===== src/rtl/mem_bus_if.sv =====
// mem_bus_if: MEM-stage data-bus master.
// Turns a single-cycle load/store request into a cyc/stb/ack bus transfer,
// stalls the pipeline while the transfer is outstanding, and holds load data
// until the pipeline releases so the mem->mem_wb register captures it.
module mem_bus_if #(
  parameter int ADDR_W = 32,
  parameter int DATA_W = 32,
  parameter int SEL_W  = 4
) (
  input  logic              clk,
  input  logic              rst,
  input  logic [5:0]        stall_i,
  input  logic              cpu_ce_i,
  input  logic              cpu_we_i,
  input  logic [ADDR_W-1:0] cpu_addr_i,
  input  logic [SEL_W-1:0]  cpu_sel_i,
  input  logic [DATA_W-1:0] cpu_data_i,
  output logic [DATA_W-1:0] cpu_data_o,
  output logic              stallreq_o,
  output logic              bus_cyc_o,
  output logic              bus_stb_o,
  output logic              bus_we_o,
  output logic [ADDR_W-1:0] bus_addr_o,
  output logic [SEL_W-1:0]  bus_sel_o,
  output logic [DATA_W-1:0] bus_data_o,
  input  logic [DATA_W-1:0] bus_data_i,
  input  logic              bus_ack_i
);

  typedef enum logic [1:0] {
    IDLE       = 2'd0,
    BUSY       = 2'd1,
    WAIT_STALL = 2'd2
  } state_t;

  state_t              state_q, state_d;
  logic                bus_cyc_q, bus_cyc_d;
  logic                bus_stb_q, bus_stb_d;
  logic                bus_we_q, bus_we_d;
  logic [ADDR_W-1:0]   bus_addr_q, bus_addr_d;
  logic [SEL_W-1:0]    bus_sel_q, bus_sel_d;
  logic [DATA_W-1:0]   bus_data_q, bus_data_d;
  logic [DATA_W-1:0]   rd_buf_q, rd_buf_d;

  // Next-state and registered bus outputs; the request is latched once in
  // IDLE and held untouched until ack, so later cpu_* activity is ignored.
  always_comb begin
    state_d    = state_q;
    bus_cyc_d  = bus_cyc_q;
    bus_stb_d  = bus_stb_q;
    bus_we_d   = bus_we_q;
    bus_addr_d = bus_addr_q;
    bus_sel_d  = bus_sel_q;
    bus_data_d = bus_data_q;
    rd_buf_d   = rd_buf_q;
    case (state_q)
      IDLE: begin
        if (cpu_ce_i) begin
          bus_cyc_d  = 1'b1;
          bus_stb_d  = 1'b1;
          bus_we_d   = cpu_we_i;
          bus_addr_d = cpu_addr_i;
          bus_sel_d  = cpu_sel_i;
          bus_data_d = cpu_data_i;
          state_d    = BUSY;
        end
      end
      BUSY: begin
        if (bus_ack_i) begin
          bus_cyc_d  = 1'b0;
          bus_stb_d  = 1'b0;
          bus_we_d   = 1'b0;
          bus_addr_d = '0;
          bus_sel_d  = '0;
          bus_data_d = '0;
          rd_buf_d   = bus_we_q ? '0 : bus_data_i;
          state_d    = (stall_i != 6'd0) ? WAIT_STALL : IDLE;
        end
      end
      WAIT_STALL: begin
        // Leaving here never starts a bus cycle: the request still on
        // cpu_ce_i is the one just completed.
        if (stall_i == 6'd0) begin
          state_d = IDLE;
        end
      end
      default: begin
        state_d    = IDLE;
        bus_cyc_d  = 1'b0;
        bus_stb_d  = 1'b0;
        bus_we_d   = 1'b0;
        bus_addr_d = '0;
        bus_sel_d  = '0;
        bus_data_d = '0;
      end
    endcase
  end

  // State and bus register update; reset abandons any transfer in flight.
  always_ff @(posedge clk) begin
    if (rst) begin
      state_q    <= IDLE;
      bus_cyc_q  <= 1'b0;
      bus_stb_q  <= 1'b0;
      bus_we_q   <= 1'b0;
      bus_addr_q <= '0;
      bus_sel_q  <= '0;
      bus_data_q <= '0;
      rd_buf_q   <= '0;
    end else begin
      state_q    <= state_d;
      bus_cyc_q  <= bus_cyc_d;
      bus_stb_q  <= bus_stb_d;
      bus_we_q   <= bus_we_d;
      bus_addr_q <= bus_addr_d;
      bus_sel_q  <= bus_sel_d;
      bus_data_q <= bus_data_d;
      rd_buf_q   <= rd_buf_d;
    end
  end

  // Pipeline-facing outputs: stall until the ack cycle, forward load data on
  // the ack cycle, then replay the buffered data while the pipeline is held.
  always_comb begin
    stallreq_o = 1'b0;
    cpu_data_o = '0;
    if (!rst) begin
      case (state_q)
        IDLE: begin
          stallreq_o = cpu_ce_i;
        end
        BUSY: begin
          if (bus_ack_i) begin
            cpu_data_o = bus_we_q ? '0 : bus_data_i;
          end else begin
            stallreq_o = 1'b1;
          end
        end
        WAIT_STALL: begin
          cpu_data_o = rd_buf_q;
        end
        default: begin
          stallreq_o = 1'b0;
        end
      endcase
    end
  end

  assign bus_cyc_o  = bus_cyc_q;
  assign bus_stb_o  = bus_stb_q;
  assign bus_we_o   = bus_we_q;
  assign bus_addr_o = bus_addr_q;
  assign bus_sel_o  = bus_sel_q;
  assign bus_data_o = bus_data_q;

endmodule


===== config.mk =====
export PLATFORM = sky130hd
export DESIGN_NAME = mem_bus_if
export DESIGN_NICKNAME = d
export VERILOG_FILES = /design/src/rtl/mem_bus_if.sv
export SDC_FILE = /design/constraint.sdc
export NUM_CORES = 1
export LEC_CHECK = 0
export BUFFER_PORTS_ARGS = -buffer_cell sky130_fd_sc_hd__buf_2
export CAP_MARGIN = 20
export CORE_ASPECT_RATIO = 0.5
export CORE_UTILIZATION = 50
export CTS_CLUSTER_SIZE = 30
export DETAILED_ROUTE_END_ITERATION = 16
export PLACE_DENSITY = 0.85
export SKIP_LAST_GASP = 1
export SYNTH_ARGS = -nofsm -noshare
export SYNTH_HDL_FRONTEND = slang
export SYNTH_SLANG_ARGS = --single-unit

===== constraint.sdc =====
create_clock -name clk -period 3.9 [get_ports clk]
set_input_delay 0.195 -clock clk [delete_from_list [all_inputs] [get_ports clk]]
set_output_delay 0.195 -clock clk [all_outputs]
set_load 0.01 [all_outputs]

* Word level (Yosys, flattened, before mapping) *
Cells that the tools add are included.

word-level totals
  register bits = 104
  input port bits = 111
  output and inout bits = 104

cells by class
  eq/ne operators = 5
  muxes and demuxes = 25
  bitwise logic cells = 1
  reduce and logical (&&, ||, !) cells = 6

operators with widths
  operator                                                               count
  32-bit 2-to-1 mux                                                      6
  32-bit case mux with 3 select lines                                    2
  32-bit case mux with 2 select lines                                    1
  4-bit case mux with 3 select lines                                     1
  2-bit 2-to-1 mux                                                       4
  4-bit 2-to-1 mux                                                       2
  6-bit logical NOT                                                      1
  2-bit != test, second input constant                                   3
  1-bit case mux with 3 select lines                                     2
  2-bit case mux with 3 select lines                                     1
  3-bit AND reduction                                                    2
  6-bit nonzero test                                                     1
  1-bit 2-to-1 mux                                                       5
  2-bit by 1-bit equality test with 1-bit output, second input constant  1
  2-bit equality test, second input constant                             1
  2-bit logical NOT                                                      1
  1-bit case mux with 2 select lines                                     1
  2-bit AND reduction                                                    1
  1-bit NOT                                                              1

* Logic depth before layout (Yosys ltp) *
  depth after elaboration = 4
  mapped depth = 9

* Worst setup path after synthesis *
Ideal clock, no wire load.

  kind = flip-flop to flip-flop
  start = register state_q[0]
  end = register bus_stb_q, in the netlist bus_stb_o
  arrival time = 1.584 ns
  required time = 3.768 ns
  setup slack = 2.184 ns
  cell stages (with the launch flop) = 10
  buffers on the path = 3
  period minus slack after synthesis = 1.716 ns
  path through = dfxtp_1 -> inv_1 -> ha_1 -> buf_6 -> nor2b_4 -> or3_1 -> buf_4 -> buf_6 -> nand2_1 -> a21oi_1

on the way
  elaborated cells between the ends (all ways) = 8
  those cells by class = 4 x eq/ne; 1 x mux; 1 x bitwise; 2 x reduce/logical

RTL lines
  what                                               RTL line  RTL
  start, declared                                    36        state_t state_q, state_d;
  start signal, assigned                             111       state_q <= state_d;
  2-bit equality test, or another cell as far along  --
  1-bit case mux with 3 select lines *               --
  named net bus_cyc_d                                37        logic bus_cyc_q, bus_cyc_d;
  end signal, assigned                               113       bus_stb_q <= bus_stb_d;
  end, declared                                      38        logic bus_stb_q, bus_stb_d;

Mark *: on every way through the listed nets, which the timed path passes. The rest lies on a longest branch.
A chain may end at the register's enable or synchronous reset.

* Worst setup path after layout *
  start = register state_q[0]
  end = output stallreq_o

on the way
  longest elaborated chain between the ends = 3
  elaborated cells between the ends (all ways) = 4
  those cells by class = 1 x eq/ne; 2 x mux; 1 x reduce/logical

RTL lines
  what                                                                                        RTL line  RTL
  2-bit by 1-bit equality test with 1-bit output / 2-bit logical NOT (equally long branches)  128       case (state_q)
  1-bit case mux with 2 select lines *                                                        128
  1-bit 2-to-1 mux *                                                                          127       if (!rst) begin
  end, declared                                                                               19        output logic stallreq_o,

Every way passes the cells marked *; elsewhere a longest branch is shown, timed or not.

==> key figures <==
Run status
  – Status: finished, violations left
  – Failing checks: design-rule violations

Floorplanning
  – # IOs: 215
  – Die Span Y: 70.2 µm
  – Initial core utilization: 0.525
  – Rows: 24
  – Die width: 138 µm
  – Core area: 8860 µm²
  – Die Area: 9710 µm²

Logic synthesis
  – Post-synthesis mux area share: 0.00215
  – Largest family of logic cells by synthesized area: simple AND/OR/NAND/NOR gates
  – Post-synthesis sequential area ratio: 0.448
  – Mapped cell area: 4650 µm²
  – Synthesis warning total: 0
  – Yosys reg bits: 104
  – Synth Instances: 591
  – Syn_area_per_cell: 7.87 µm²
  – Simple-Gate Fraction of Synth Area: 0.275
  – Top-area cell type share of the netlist area: 0.448
  – Synth Area in Compound Gates: 0.168
  – Unique masters post-synth: 27
  – Xor/xnor share of the synthesized area: 0
  – Leading area contributor after synthesis: dfxtp_1
  – Adder-cell share of the synthesized area: 0.0135
  – Syn_nets: 707
  – Largest cells by area after synthesis: dfxtp_1 (45%), nand2_1 (11%), a21oi_1 (11%)

Power
  – Worst VDD drop: 0.343 mV
  – Cell area power density: 691 nW/µm²
  – Leakage: 2.63 nW
  – Total power: 4.08 mW

Clock network
  – CTS tree: yes
  – Clock Sink Count: 104
  – Total CTS buffers: 9
  – Clk root buf: clkbuf_16
  – Cts repair resizes: 0
  – Clock transition at path regs: 0.07 ns
  – Insertion delay to the later sink of the worst-skew pair: 0.33 ns
  – Cts hold-fix bufs: 0
  – Maximum root-to-sink buffer count: 2
  – H-Tree Level Count: 3
  – Post-CTS setup buffer count: 0

Critical path
  – Type of the worst setup path: flop to primary output
  – Req. time, crit path: 3.70 ns
  – CP arrival: 2.11 ns
  – Critical Path End Type: primary output
  – Worst setup SP type: flop
  – Critical-path maximum fanout: 71

STA
  – # setup viols final: 0
  – Clock skew: 0.00372 ns
  – Hold Slack: 0.126 ns
  – Max Fclk: 434 MHz
  – Final setup TNS: 0 ns
  – Fin crit period: 2.30 ns
  – Slew @ Worst Pin: 1.10 ns
  – Max_slew headroom: 0.265
  – Fin. max-slew vios: 0
  – Unrepaired setup endpoints after global routing: no
  – Final hold vios: 0
  – Final Cycle Share: 0.590

Placement
  – Detailed placement HPWL: 7560 µm
  – PortBufs: 214
  – GPL Wtd Cong: 0.763

Final layout
  – Final #Nets: 885
  – ANT cells: 0
  – Layout cells sized above 1: 0.315
  – Area Growth Syn to Fin: 27.0%
  – Most frequent cells in the layout: buf_2 (213), nand2_1 (138), dfxtp_1 (104), a21oi_1 (103), nand3_1 (69)
  – Commonest non-fill, non-tap cell in the layout: buf_2
  – # fillers: 748

Route
  – Initial DRC Count: 323
  – Pre-Repair DR Iteration Count: 11
  – WL/cell: 13.5 µm
  – Vias per cell: 5.20
  – DRC: 24
  – Vias: 4636
  – Detail Route Antenna Nets: 0
  – Total Wirelength: 12000 µm

Worst hold path
  – Hold Crit Class: input pin to flop

Global route
  – Largest net degree at the start of global routing: 108
  – Total congestion overflow: 0
  – Vias in the first global route: 4319
  – Gr usage total: 0.237
  – First-pass GRT wire length: 18900 µm
  – Initial antenna violation count: 0

Run
  – Max-cap violations: 0
-- cells by family (layout without fill, tap and decap cells) --
logic type | Yosys count | count (layout)
buffers and inverters | 59 | 242
adder cells (fa/ha/maj) | 5 | 5
flip-flops | 104 | 104
AND/OR/NAND/NOR | 284 | 284
multiplexers | 1 | 1
AO/OA/AOI/OAI | 138 | 138
-- Yosys cell counts (all sizes together) --
master and n:
a21oi 103, or3 1, o21ai 1, nor3 1, nand2b 3, nand2 138
inv 2, nor2b 35, and2 2, a32o 1, nand3 69, bufbuf 5
nor4 1, nor2 34, a22oi 32, ha 5, clkbuf 30, a211o 1
dfxtp 104, mux2i 1, buf 22
-- metal layers --
layer	global-route usage	wire length, µm	vias up
li1	-	-	2330
met5	0	0	-
met3	0.0645	677	20
met4	0.0749	188	0
met1	0.265	5180	2125
met2	0.440	5960	161
-- area by class of cell --
type | count | area [µm²] | share of cell area
timing repair buffer | 224 | 1200 | 0.203
clock buffer | 10 | 229 | 0.0388
sequential | 104 | 2080 | 0.352
inverter | 2 | 7.51 | 0.00127
multi-input combinational | 428 | 2140 | 0.362
tap | 117 | 146 | 0.0248
clock inverter | 6 | 108 | 0.0182
-- critical path, cell delays in order, from the launching register on --
cell and delay [ns]:
dfxtp_1 0.34, inv_1 0.12, ha_2 0.20, buf_4 0.55, o21ai_0 0.18, a21oi_1 0.19
buf_2 0.19
-- power by group --
part | switching, mW | internal, mW | total (mW)
clock | 0.383 | 0.625 | 1.01
sequential | 0.132 | 1.31 | 1.45
combinational | 1.05 | 0.577 | 1.63
-- sequential cells by signal, summed over array words and instances, names as in the netlist --
register / cells
bus_addr_o: 32
bus_data_o: 32
rd_buf_q: 32
bus_sel_o: 4
state_q: 2
bus_stb_o: 1
bus_we_o: 1
-- final timing paths --
kind	start	depth (start not counted)	to	slack (ns)
setup / recovery	state_q[0]	6	stallreq_o	1.60
setup reg to reg	state_q[0]	7	bus_data_o[13]	1.64
hold / removal	cpu_addr_i[8]	3	bus_addr_o[8]	0.13
hold reg to reg	bus_addr_o[15]	2	bus_addr_o[15]	0.45
-- through the flow --
stage / util / instances / cell area, µm² / setup slack [ns]
after CTS: 0.658 / 886 / 5830 / 1.29
after detailed placement: 0.620 / 870 / 5500 / 1.67
after global routing: 0.667 / 891 / 5910 / 1.40
final: 0.667 / 891 / 5910 / 1.60
after global placement: 0.620 / 870 / 5500 / 1.70
after floorplan: - / 591 / 4650 / 2.18
Power figures use the tool's default switching activity.
